===== src/rtl/load_store_unit.sv =====
// RV32I memory stage: turns one decoded LOAD/STORE into a req/gnt/rvalid bus transaction
// and returns a single aligned/extended result per request.
module load_store_unit #(
    parameter int unsigned WAIT_LIMIT = 255
) (
    input  logic        clk,
    input  logic        reset_n,
    input  logic        req_valid,
    output logic        req_ready,
    input  logic        req_load,
    input  logic [2:0]  req_funct3,
    input  logic [31:0] req_addr,
    input  logic [31:0] req_wdata,
    input  logic [4:0]  req_rd,
    output logic        resp_valid,
    output logic [4:0]  resp_rd,
    output logic [31:0] resp_data,
    output logic        resp_misalign,
    output logic        resp_err,
    output logic        mem_req,
    input  logic        mem_gnt,
    output logic        mem_we,
    output logic [3:0]  mem_be,
    output logic [31:0] mem_addr,
    output logic [31:0] mem_wdata,
    input  logic        mem_rvalid,
    input  logic [31:0] mem_rdata
);
    typedef enum logic [1:0] {StIdle, StIssue, StWait} state_e;

    localparam logic [9:0] LimitM1 = 10'(WAIT_LIMIT - 1);

    state_e      state_q, state_d;
    logic        is_load_q, is_load_d;
    logic [2:0]  funct3_q, funct3_d;
    logic [1:0]  off_q, off_d;
    logic [4:0]  rd_q, rd_d;
    logic [9:0]  cnt_q, cnt_d;
    logic        mem_req_q, mem_req_d, mem_we_q, mem_we_d;
    logic [3:0]  mem_be_q, mem_be_d;
    logic [31:0] mem_addr_q, mem_addr_d, mem_wdata_q, mem_wdata_d;
    logic        resp_valid_q, resp_valid_d, resp_mis_q, resp_mis_d, resp_err_q, resp_err_d;
    logic [4:0]  resp_rd_q, resp_rd_d;
    logic [31:0] resp_data_q, resp_data_d;

    logic        req_bad;
    logic [3:0]  st_be;
    logic [31:0] st_wdata, ld_shift, ld_data;

    // Request decode: illegal funct3 or misaligned address, plus store lane placement.
    always_comb begin
        req_bad = 1'b0;
        if (req_load) begin
            if (req_funct3 == 3'd3 || req_funct3[2:1] == 2'b11) req_bad = 1'b1;
        end else if (req_funct3 > 3'd2) begin
            req_bad = 1'b1;
        end
        if (req_funct3[1:0] == 2'b01 && req_addr[0]) req_bad = 1'b1;
        if (req_funct3[1:0] == 2'b10 && req_addr[1:0] != 2'b00) req_bad = 1'b1;

        case (req_funct3[1:0])
            2'b00: begin
                st_be    = 4'b0001 << req_addr[1:0];
                st_wdata = {4{req_wdata[7:0]}};
            end
            2'b01: begin
                st_be    = 4'b0011 << {req_addr[1], 1'b0};
                st_wdata = {2{req_wdata[15:0]}};
            end
            default: begin
                st_be    = 4'b1111;
                st_wdata = req_wdata;
            end
        endcase
    end

    always_comb begin
        ld_shift = mem_rdata >> {off_q, 3'b000};
        case (funct3_q)
            3'd0:    ld_data = {{24{ld_shift[7]}}, ld_shift[7:0]};
            3'd1:    ld_data = {{16{ld_shift[15]}}, ld_shift[15:0]};
            3'd4:    ld_data = {24'd0, ld_shift[7:0]};
            3'd5:    ld_data = {16'd0, ld_shift[15:0]};
            default: ld_data = ld_shift;
        endcase
    end

    always_comb begin
        state_d     = state_q;
        is_load_d   = is_load_q;
        funct3_d    = funct3_q;
        off_d       = off_q;
        rd_d        = rd_q;
        cnt_d       = cnt_q;
        mem_req_d   = mem_req_q;
        mem_we_d    = mem_we_q;
        mem_be_d    = mem_be_q;
        mem_addr_d  = mem_addr_q;
        mem_wdata_d = mem_wdata_q;
        resp_valid_d = 1'b0;
        resp_mis_d   = 1'b0;
        resp_err_d   = 1'b0;
        resp_rd_d    = 5'd0;
        resp_data_d  = 32'd0;

        unique case (state_q)
            StIdle: begin
                if (req_valid) begin
                    is_load_d = req_load;
                    funct3_d  = req_funct3;
                    off_d     = req_addr[1:0];
                    rd_d      = req_rd;
                    if (req_bad) begin
                        resp_valid_d = 1'b1;
                        resp_mis_d   = 1'b1;
                    end else begin
                        state_d     = StIssue;
                        cnt_d       = 10'd0;
                        mem_req_d   = 1'b1;
                        mem_we_d    = ~req_load;
                        mem_be_d    = req_load ? 4'b1111 : st_be;
                        mem_addr_d  = {req_addr[31:2], 2'b00};
                        mem_wdata_d = req_load ? 32'd0 : st_wdata;
                    end
                end
            end
            StIssue: begin
                if (mem_gnt) begin
                    mem_req_d = 1'b0;
                    if (is_load_q) begin
                        state_d = StWait;
                        cnt_d   = 10'd0;
                    end else begin
                        state_d      = StIdle;
                        resp_valid_d = 1'b1;
                    end
                end else if (cnt_q == LimitM1) begin
                    state_d      = StIdle;
                    mem_req_d    = 1'b0;
                    resp_valid_d = 1'b1;
                    resp_err_d   = 1'b1;
                end else begin
                    cnt_d = cnt_q + 10'd1;
                end
            end
            StWait: begin
                if (mem_rvalid) begin
                    state_d      = StIdle;
                    resp_valid_d = 1'b1;
                    resp_rd_d    = rd_q;
                    resp_data_d  = ld_data;
                end else if (cnt_q == LimitM1) begin
                    state_d      = StIdle;
                    resp_valid_d = 1'b1;
                    resp_err_d   = 1'b1;
                end else begin
                    cnt_d = cnt_q + 10'd1;
                end
            end
            default: state_d = StIdle;
        endcase
    end

    always_ff @(posedge clk or negedge reset_n) begin
        if (!reset_n) begin
            state_q      <= StIdle;
            is_load_q    <= 1'b0;
            funct3_q     <= 3'd0;
            off_q        <= 2'd0;
            rd_q         <= 5'd0;
            cnt_q        <= 10'd0;
            mem_req_q    <= 1'b0;
            mem_we_q     <= 1'b0;
            mem_be_q     <= 4'd0;
            mem_addr_q   <= 32'd0;
            mem_wdata_q  <= 32'd0;
            resp_valid_q <= 1'b0;
            resp_mis_q   <= 1'b0;
            resp_err_q   <= 1'b0;
            resp_rd_q    <= 5'd0;
            resp_data_q  <= 32'd0;
        end else begin
            state_q      <= state_d;
            is_load_q    <= is_load_d;
            funct3_q     <= funct3_d;
            off_q        <= off_d;
            rd_q         <= rd_d;
            cnt_q        <= cnt_d;
            mem_req_q    <= mem_req_d;
            mem_we_q     <= mem_we_d;
            mem_be_q     <= mem_be_d;
            mem_addr_q   <= mem_addr_d;
            mem_wdata_q  <= mem_wdata_d;
            resp_valid_q <= resp_valid_d;
            resp_mis_q   <= resp_mis_d;
            resp_err_q   <= resp_err_d;
            resp_rd_q    <= resp_rd_d;
            resp_data_q  <= resp_data_d;
        end
    end

    assign req_ready     = (state_q == StIdle);
    assign resp_valid    = resp_valid_q;
    assign resp_rd       = resp_rd_q;
    assign resp_data     = resp_data_q;
    assign resp_misalign = resp_mis_q;
    assign resp_err      = resp_err_q;
    assign mem_req       = mem_req_q;
    assign mem_we        = mem_we_q;
    assign mem_be        = mem_be_q;
    assign mem_addr      = mem_addr_q;
    assign mem_wdata     = mem_wdata_q;
endmodule

===== config.mk =====
export PLATFORM = sky130hd
export DESIGN_NAME = load_store_unit
export DESIGN_NICKNAME = d
export VERILOG_FILES = /design/src/rtl/load_store_unit.sv
export SDC_FILE = /design/constraint.sdc
export NUM_CORES = 1
export LEC_CHECK = 0
export ABC_AREA = 1
export BUFFER_PORTS_ARGS = -buffer_cell sky130_fd_sc_hd__buf_2
export CAP_MARGIN = 20
export CORE_MARGIN = 5
export CORE_UTILIZATION = 45
export DETAILED_ROUTE_END_ITERATION = 6
export PLACE_DENSITY = 0.8
export SLEW_MARGIN = 20
export SYNTH_ARGS = -nofsm -noshare
export SYNTH_HDL_FRONTEND = slang
export SYNTH_SLANG_ARGS = --single-unit

===== constraint.sdc =====
create_clock -name clk -period 1.7 [get_ports clk]
set_input_delay 0.425 -clock clk [delete_from_list [all_inputs] [get_ports clk]]
set_output_delay 0.425 -clock clk [all_outputs]
set_load 0.01 [all_outputs]

# Word level (Yosys, flattened, before mapping)
# Cells that the tools add are included.
[word_totals]
register_bits = 131
in_bits = 110
word_cells = 96
[op_classes]
n_addsub = 1
n_lt_le_gt_ge = 1
n_eq_ne = 15
n_shift = 3
mux = 44
bitwise = 2
reduce_logical = 14
[op_table]
columns = ["operator", "count"]
rows = [
  ["32-bit one-hot mux with 4 select lines", 1],
  ["32-bit two-way mux", 3],
  ["32-bit one-hot mux with 2 select lines", 1],
  ["10-bit two-way mux", 6],
  ["32-bit by 5-bit >> shifter with 32-bit output", 1],
  ["10-bit one-hot mux with 3 select lines", 1],
  ["1-bit two-way mux", 18],
  ["2-bit two-way mux", 6],
  ["10-bit by 1-bit adder with 10-bit output, second input constant", 1],
  ["10-bit by 8-bit equality test with 1-bit output, second input constant", 1],
  ["5-bit two-way mux", 2],
  ["4-bit one-hot mux with 2 select lines", 1],
  ["2-bit equality test, second input constant", 3],
  ["3-bit equality test, second input constant", 2],
  ["2-bit != test, second input constant", 3],
  ["3-bit != test, second input constant", 2],
  ["2-bit one-hot mux with 3 select lines", 1],
  ["5-bit AND reduction", 1],
  ["2-bit by 1-bit equality test with 1-bit output, second input constant", 2],
  ["2-bit zero test", 2],
  ["4-bit two-way mux", 1],
  ["1-bit one-hot mux with 2 select lines", 2],
  ["2-bit AND reduction", 2],
  ["4-bit AND reduction", 1],
  ["other kinds (13)", 16],
]

# Logic depth before layout (Yosys ltp)
# Gate-level depths: netlist (run 1).
[logic_depth]
depth_word = 9
depth_mapped = 11
ltp_nobuf = 11

# Worst setup path before layout (run 1)
# Ideal clock, no wire load.
[synth_timing]
path_kind = "register to register"
from = "register state_q[0]"
to = "register cnt_q[4]"
t_arrival_ns = 1.496
slack_ns = 0.087
path_stages_with_launch = 11
path_buffers = 0
path_cell_list = "dfrtp_1 > inv_1 > ha_1 > nand2_1 > nand2_1 > nor2_1 > nand3_1 > inv_1 > nand2_1 > nand2_1 > nand2_1"
[synth_via]
elab_chain_len = 3
[synth_lines]
columns = ["item", "line", "text"]
rows = [
  ["start, declared", "33", "state_e state_q, state_d;"],
  ["start signal, assigned", "166", "state_q <= StIdle;"],
  ["start signal, assigned", "183", "state_q <= state_d;"],
  ["2-bit by 1-bit equality test with 1-bit output (tied with other cells)", "106", "unique case (state_q)"],
  ["3-bit != test (no line) (tied with other cells)", "-", ""],
  ["5-bit AND reduction (no line)", "-", ""],
  ["end signal, assigned", "188", "cnt_q <= cnt_d;"],
  ["end, declared", "38", "logic [9:0] cnt_q, cnt_d;"],
]
# Several ways; a longest one is shown, not always the timed one.
# A chain may end at the register's enable or synchronous reset.

# Worst setup path after layout (run 1)
[layout_timing]
from = "register state_q[1]"
to = "output port req_ready"
[layout_via]
elab_chain_len = 1
[layout_lines]
columns = ["item", "line", "text"]
rows = [
  ["2-bit zero test", "202", "assign req_ready = (state_q == StIdle);"],
  ["end, declared", "9", "output logic req_ready,"],
]
# No other way between the ends.

==> results of run 1 <==
[where the power goes]
part | leakage (µW) | switching, µW | total [µW] | internal (µW)
clock | 0.000306 | 1300 | 3810 | 2510
sequential | 0.00170 | 579 | 4740 | 4160
combinational | 0.00272 | 3030 | 5010 | 1980
total | 0.00473 | 4910 | 13600 | 8650
[path summary, 6_finish.rpt]
kind | start | endpoint | depth (start not counted)
setup / recovery | state_q[1] | req_ready | 3
hold / removal | req_addr[10] | mem_addr[10] | 3
setup reg to reg | off_q[0] | resp_data[19] | 7
hold reg to reg | mem_addr[8] | mem_addr[8] | 2
max in group asynchronous | reset_n | mem_addr[30] | 3
min in group asynchronous | reset_n | mem_addr[24] | 2
[placed cells by master (no fill, tap or decap), drive strengths merged, types with 7 or more instances in the layout]
master,synthesis,layout
o21ai,52,52
a31oi,7,7
clkbuf,16,21
a21oi,27,27
nand3,31,31
nor2,73,73
nand2,321,321
buf,22,251
o22ai,8,8
dfrtp,131,131
inv,52,52
[worst max-delay path, cell delays in order, from the launching register on]
cell and delay (ns):
dfrtp_1 0.42, inv_2 0.10, ha_4 0.17, buf_6 0.11
[flip-flops by register name, indices dropped and copies added (netlist names), 3 cells and up]
signal / flops
cnt_q: 10
funct3_q: 3
mem_addr: 30
mem_be: 4
mem_wdata: 32
rd_q: 5
resp_data: 32
resp_rd: 5
[layout make-up]
| type | instances | area share, % |
|---|---|---|
| flip-flops and latches | 131 | 39.82 |
| multi-input cells | 548 | 30.29 |
| repair buffers | 252 | 17.30 |
| clock buffers | 21 | 5.594 |
| well taps | 176 | 2.675 |
| inverters | 52 | 2.402 |
| clock inverters | 11 | 1.915 |
[metrics by stage]
stage | power [µW] | cell area [µm²] | hold WS (ns) | cells
5_1_grt | 14550 | 8232 | 0.1952 | 1191
2_1_floorplan | 7718 | 6128 | 0.1294 | 769
4_1_cts | 13590 | 8190 | 0.1809 | 1190
6_report | 13560 | 8232 | 0.2010 | 1191
3_3_place_gp | 9531 | 7535 | 0.3522 | 1155
3_5_place_dp | 9655 | 7535 | 0.3506 | 1155
[cells by family (layout without fill, tap and decap cells)]
family,Yosys count,count (layout)
and+or+nand+nor,433,433
DFF,131,131
AOI/OAI and AO/OA,103,103
buffers and inverters,90,336
adders and majority gates,6,6
xor gates and xnor gates,3,3
other,1,2
muxes,1,1
[cell usage after synthesis (2+ instances only)]
| cell | number |
|---|---|
| buf_4 | 3 |
| a31oi_1 | 7 |
| buf_6 | 2 |
| nor2_2 | 8 |
| nand3_1 | 29 |
| buf_2 | 15 |
| a21oi_1 | 27 |
| o21ai_0 | 52 |
| xnor2_1 | 2 |
| nand2_4 | 2 |
| nand2_1 | 319 |
| a21boi_0 | 2 |
| dfrtp_1 | 131 |
| clkbuf_1 | 16 |
| nor3_1 | 4 |
| inv_1 | 51 |
| o31ai_1 | 3 |
| nand4_1 | 3 |
| o21a_1 | 2 |
| o22ai_1 | 8 |
| nor2_1 | 62 |
| nor2_4 | 3 |
| ha_1 | 6 |
[layer usage]
metal,global-route usage (%),up-vias,routed length [µm]
met2,33.87,222,7988
li1,-,2873,-
met3,6.641,26,1320
met1,27.96,2645,7108
met5,0,-,0
met4,5.804,0,257
[timing repair]
item | in CTS | in global routing
setup endpoints to repair | 15 | 24
setup buffers | 2 | 1
pin swaps | 0 | 3
gates resized for setup | 4 | 15
hold buffers | 1 | 0
hold endpoints to repair | 34 | 0
==> results.md, run 1 <==
- Largest area contributor in the netlist: dfrtp_1
- Root Driver: clkbuf_16
- GRT Total Usage: 21.15%
- Vias in the first global route: 5514
- Worst Setup Start Kind: flop
- RSZ-0062 raised after global routing: no
- Antenna violations before repair: 0
- Routability congestion estimate: 0.8731
- Max cap viols: 0
- First-pass GRT wire length: 27.19 mm
- I/O Buffers: 218
- CP Data Required Time: 1.27 ns
- Slew Limit Fails: 0
- Final hold viol count: 0
- GRT overflow: 0
- Top cell type's share of synthesized area: 53.52%
- CP Max Fanout: 5
- Seq/Total Area, Yosys: 53.52%
- Via-per-instance ratio: 4.841
- Core area: between 10000 and 15000 µm²
- Mapped cell area: about 6100 µm²
- Hold Path Class: in2reg
- Warnings, synthesis: 0
- CTS tree: built
- Final worst-path cycle share: 96.38%
- Leak Pwr: ~0.0047 µW
- I/O pin cnt: 221
- CTS H-Tree Depth: 4
- Max clock buf depth: 2
- Post-synthesis adder-cell area fraction: 1.226%
- Peak supply drop: 0.7815 mV
- Min Tclk post-route: about 1.6 ns
- DP Worst Slack: -0.03528 ns
- Filler cells: 1169
- Die Wd: 126.7 µm
- Pin count of the biggest net entering global routing: 68
- R2r setup slk: 0.11 ns
- DRC violations left: 0
- Row count: 42
- Register area: 3278 µm²
- Multiplexer share of the synthesized area: 0.1839%
- Simple-gate share of the synthesized area: 28.64%
- Synth top area cells: dfrtp_1, nand2_1, o21ai_0, nor2_1, inv_1
- Via count: 5766
- Status: completed
- PD cells: 1647 nW/µm²
- Inserted Clock Buffers: 17
- Wire per inst: between 10 and 15 µm
- Ant diodes: 0
- Final setup TNS: 0 ns
- Final core utilization: around three fifths
- Fraction of layout cells with a size suffix above 1: 31.13%
- Complex-gate fraction of the synthesized area: 9.377%
- DRT antenna net count: 0
- Xor/xnor share of the synthesized area: less than 1%
- Clk_skew: 0.006446 ns
- Yosys cell types: 34
- Final Worst Setup Slack: 0.06151 ns
- DP HPWL: 12.42 mm
- Die area: 16040 µm²
- Setup violations, final: 0
- EDFF count, synth: 0
- Reg clk slew, reported paths: 0.06 ns
- Area of the multi-input gates: between 2000 and 2500 µm²
- Top_reg_cell synth: dfrtp_1
- Starting Density: 46.07%
- Die Ht: 126.7 µm
- Yosys reg bits: between 100 and 150
- Sink Count: about 130
- Syn-to-layout area delta: 34.40%
- Clock latency on the worst-skew pair: 0.42 ns
- Syn Area/Cell: approximately 8.0 µm²
- Critical path class: reg2out
- Number of iterations in the first detailed-routing pass: 5
- FMAX: 0.6103 GHz
- Initial DRC Count: 400
- Routed Wire Length: 16.67 mm
- Syn Inst Count: 768
- Ys async rst share: 100.0%
- Worst setup EP type: primary output
- Main combinational cell family by area after synthesis: simple AND/OR/NAND/NOR gates
- Layout Nets: 1118
- CP arrival: 1.21 ns
(Power assumes the default switching activity.)
==> run 2, diff against run 1 <==
RECOVER_POWER = 100   (was default)
==> results.md, run 2 (synthesis gave the netlist of run 1 again) <==
- Status: completed
- FMAX: 0.6120 GHz
- CP arrival: 1.21 ns
- Row count: 42
- RSZ-0062 raised after global routing: no
- Die Ht: 126.7 µm
- DRT antenna net count: 0
- DP Worst Slack: -0.03528 ns
- Core area: 13300 µm²
- Commonest non-fill, non-tap cell in the layout: nand2_1
- Leak Pwr: 0.004306 µW
- Max cap viols: 0
- Dpl cells: 1155
- Layout Nets: approximately 1100
- Routability congestion estimate: 0.8731
- Routed Wire Length: 16.77 mm
- Max clock buf depth: 2
- Clock latency on the worst-skew pair: 0.42 ns
- Via-per-instance ratio: around 4.8
- Max stage delay on crit path: 0.42 ns
- Pin count of the biggest net entering global routing: 68
- Initial DRC Count: 383
- Via count: roughly 5800
- Peak supply drop: around 0.8 mV
- Die area: 16040 µm²
- CP cell instances: inv_2 > ha_4 > buf_6
- Max_slew headroom: 63.87%
- Final worst-path cycle share: 96.12%
- Wire per inst: roughly 14 µm
- Antenna violations before repair: 0
- Vias in the first global route: 5514
- PD cells: 1656 nW/µm²
- DP HPWL: 12.42 mm
- Slew Limit Fails: 0
- Starting Density: around 46%
- GRT Total Usage: 21.15%
- I/O Buffers: 218
- Most frequent cells in the layout: nand2_1, dfrtp_1, clkbuf_1, buf_2, nor2_1
- Filler cells: between 1000 and 1500
- Min Tclk post-route: 1.634 ns
- Non-Filler Instances: between 1000 and 1500
- CP Data Required Time: 1.27 ns
- Reg clk slew, reported paths: 0.06 ns
- Ant diodes: 0
- Final Worst Setup Slack: 0.06588 ns
- GRT overflow: 0
- Die Wd: 126.7 µm
- Inserted Clock Buffers: 17
- Delay-heaviest family, CP: flip-flops
- Final hold slack: 0.1995 ns
- Worst path slowest cell: dfrtp_1
- Worst setup EP type: primary output
- First-pass GRT wire length: about 27 mm
- Worst Setup Start Kind: flop
- DRC violations left: 0
- Hold Path Class: in2reg
- Syn-to-layout area delta: 30.95%
- Final hold viol count: 0
- CTS tree: built
- I/O pin cnt: 221
- Final setup TNS: 0 ns
- Slew at the pin with the worst max-slew slack: 0.5419 ns
- Root Driver: clkbuf_16
- CP Max Fanout: 5
- Number of iterations in the first detailed-routing pass: 7
- Sink Count: 131
- CP bufs+invs: 2
- Clk_skew: 0.006315 ns
- CTS H-Tree Depth: 4
- Fraction of layout cells with a size suffix above 1: 19.61%
- Setup violations, final: 0
- Critical path class: reg2out
- Final core utilization: 60.32%
## run 2: cell count changes in the layout (fill, tap and decap cells not counted), sizes merged
cell / previous run / this run
buf: 251 / 136
clkbuf: 21 / 136
## run 2: final timing paths
kind | endpoint | start | slack, ns | cells past startpoint
max in group asynchronous | resp_data[21] | reset_n | 0.34 | 3
worst min register to register | mem_addr[20] | mem_addr[20] | 0.48 | 2
worst min-delay path | mem_addr[10] | req_addr[10] | 0.20 | 3
worst max-delay path | req_ready | state_q[1] | 0.07 | 3
worst max register to register | cnt_q[5] | state_q[1] | 0.13 | 9
min in group asynchronous | mem_addr[24] | reset_n | 0.48 | 2
## run 2: area by class of cell
class                           count  area [µm²]  area share (%)
Tap cell                          176       220.2           2.746
Sequential cell                   131        3278           40.87
Clock inverter                     11       157.7           1.966
Multi-Input combinational cell    548        2464           30.72
Timing Repair Buffer              252        1242           15.49
Inverter                           52       197.7           2.465
Clock buffer                       21       460.4           5.741
## run 2: worst min-delay path, delay by kind of cell
| family | cells | cell delay, ns |
|---|---|---|
| and+or+nand+nor | 2 | 0.08 |
| buffers and inverters | 1 | 0.07 |
## run 2: report_power, final
part | switching, µW | internal (µW) | total [µW]
logic | 3000 | 1700 | 4710
registers | 604 | 4160 | 4770
clock network | 1300 | 2510 | 3810
## run 2: metal layers
layer  GRT usage (%)  up-vias  share of wire, %
li1                -     2877                 -
met1           27.96     2641                43
met2           33.87      215                48
met3           6.641       27               8.0
met4           5.804        0               1.5
met5               0        -                 0
## run 2: timing repair
action                                  in CTS  in global routing
pin swaps                                    0                  3
setup buffers                                2                  1
hold buffers                                 1                  0
endpoints found under the hold margin       34                  0
resized for setup                            4                 15
endpoints found under the setup margin      15                 24
## run 2: metrics by stage
step / power (µW) / cell area, µm²
6_report: 13280 / 8020
5_1_grt: 14270 / 8020
4_1_cts: 13590 / 8190
3_5_place_dp: 9655 / 7535
3_3_place_gp: 9531 / 7535
2_1_floorplan: 7718 / 6128
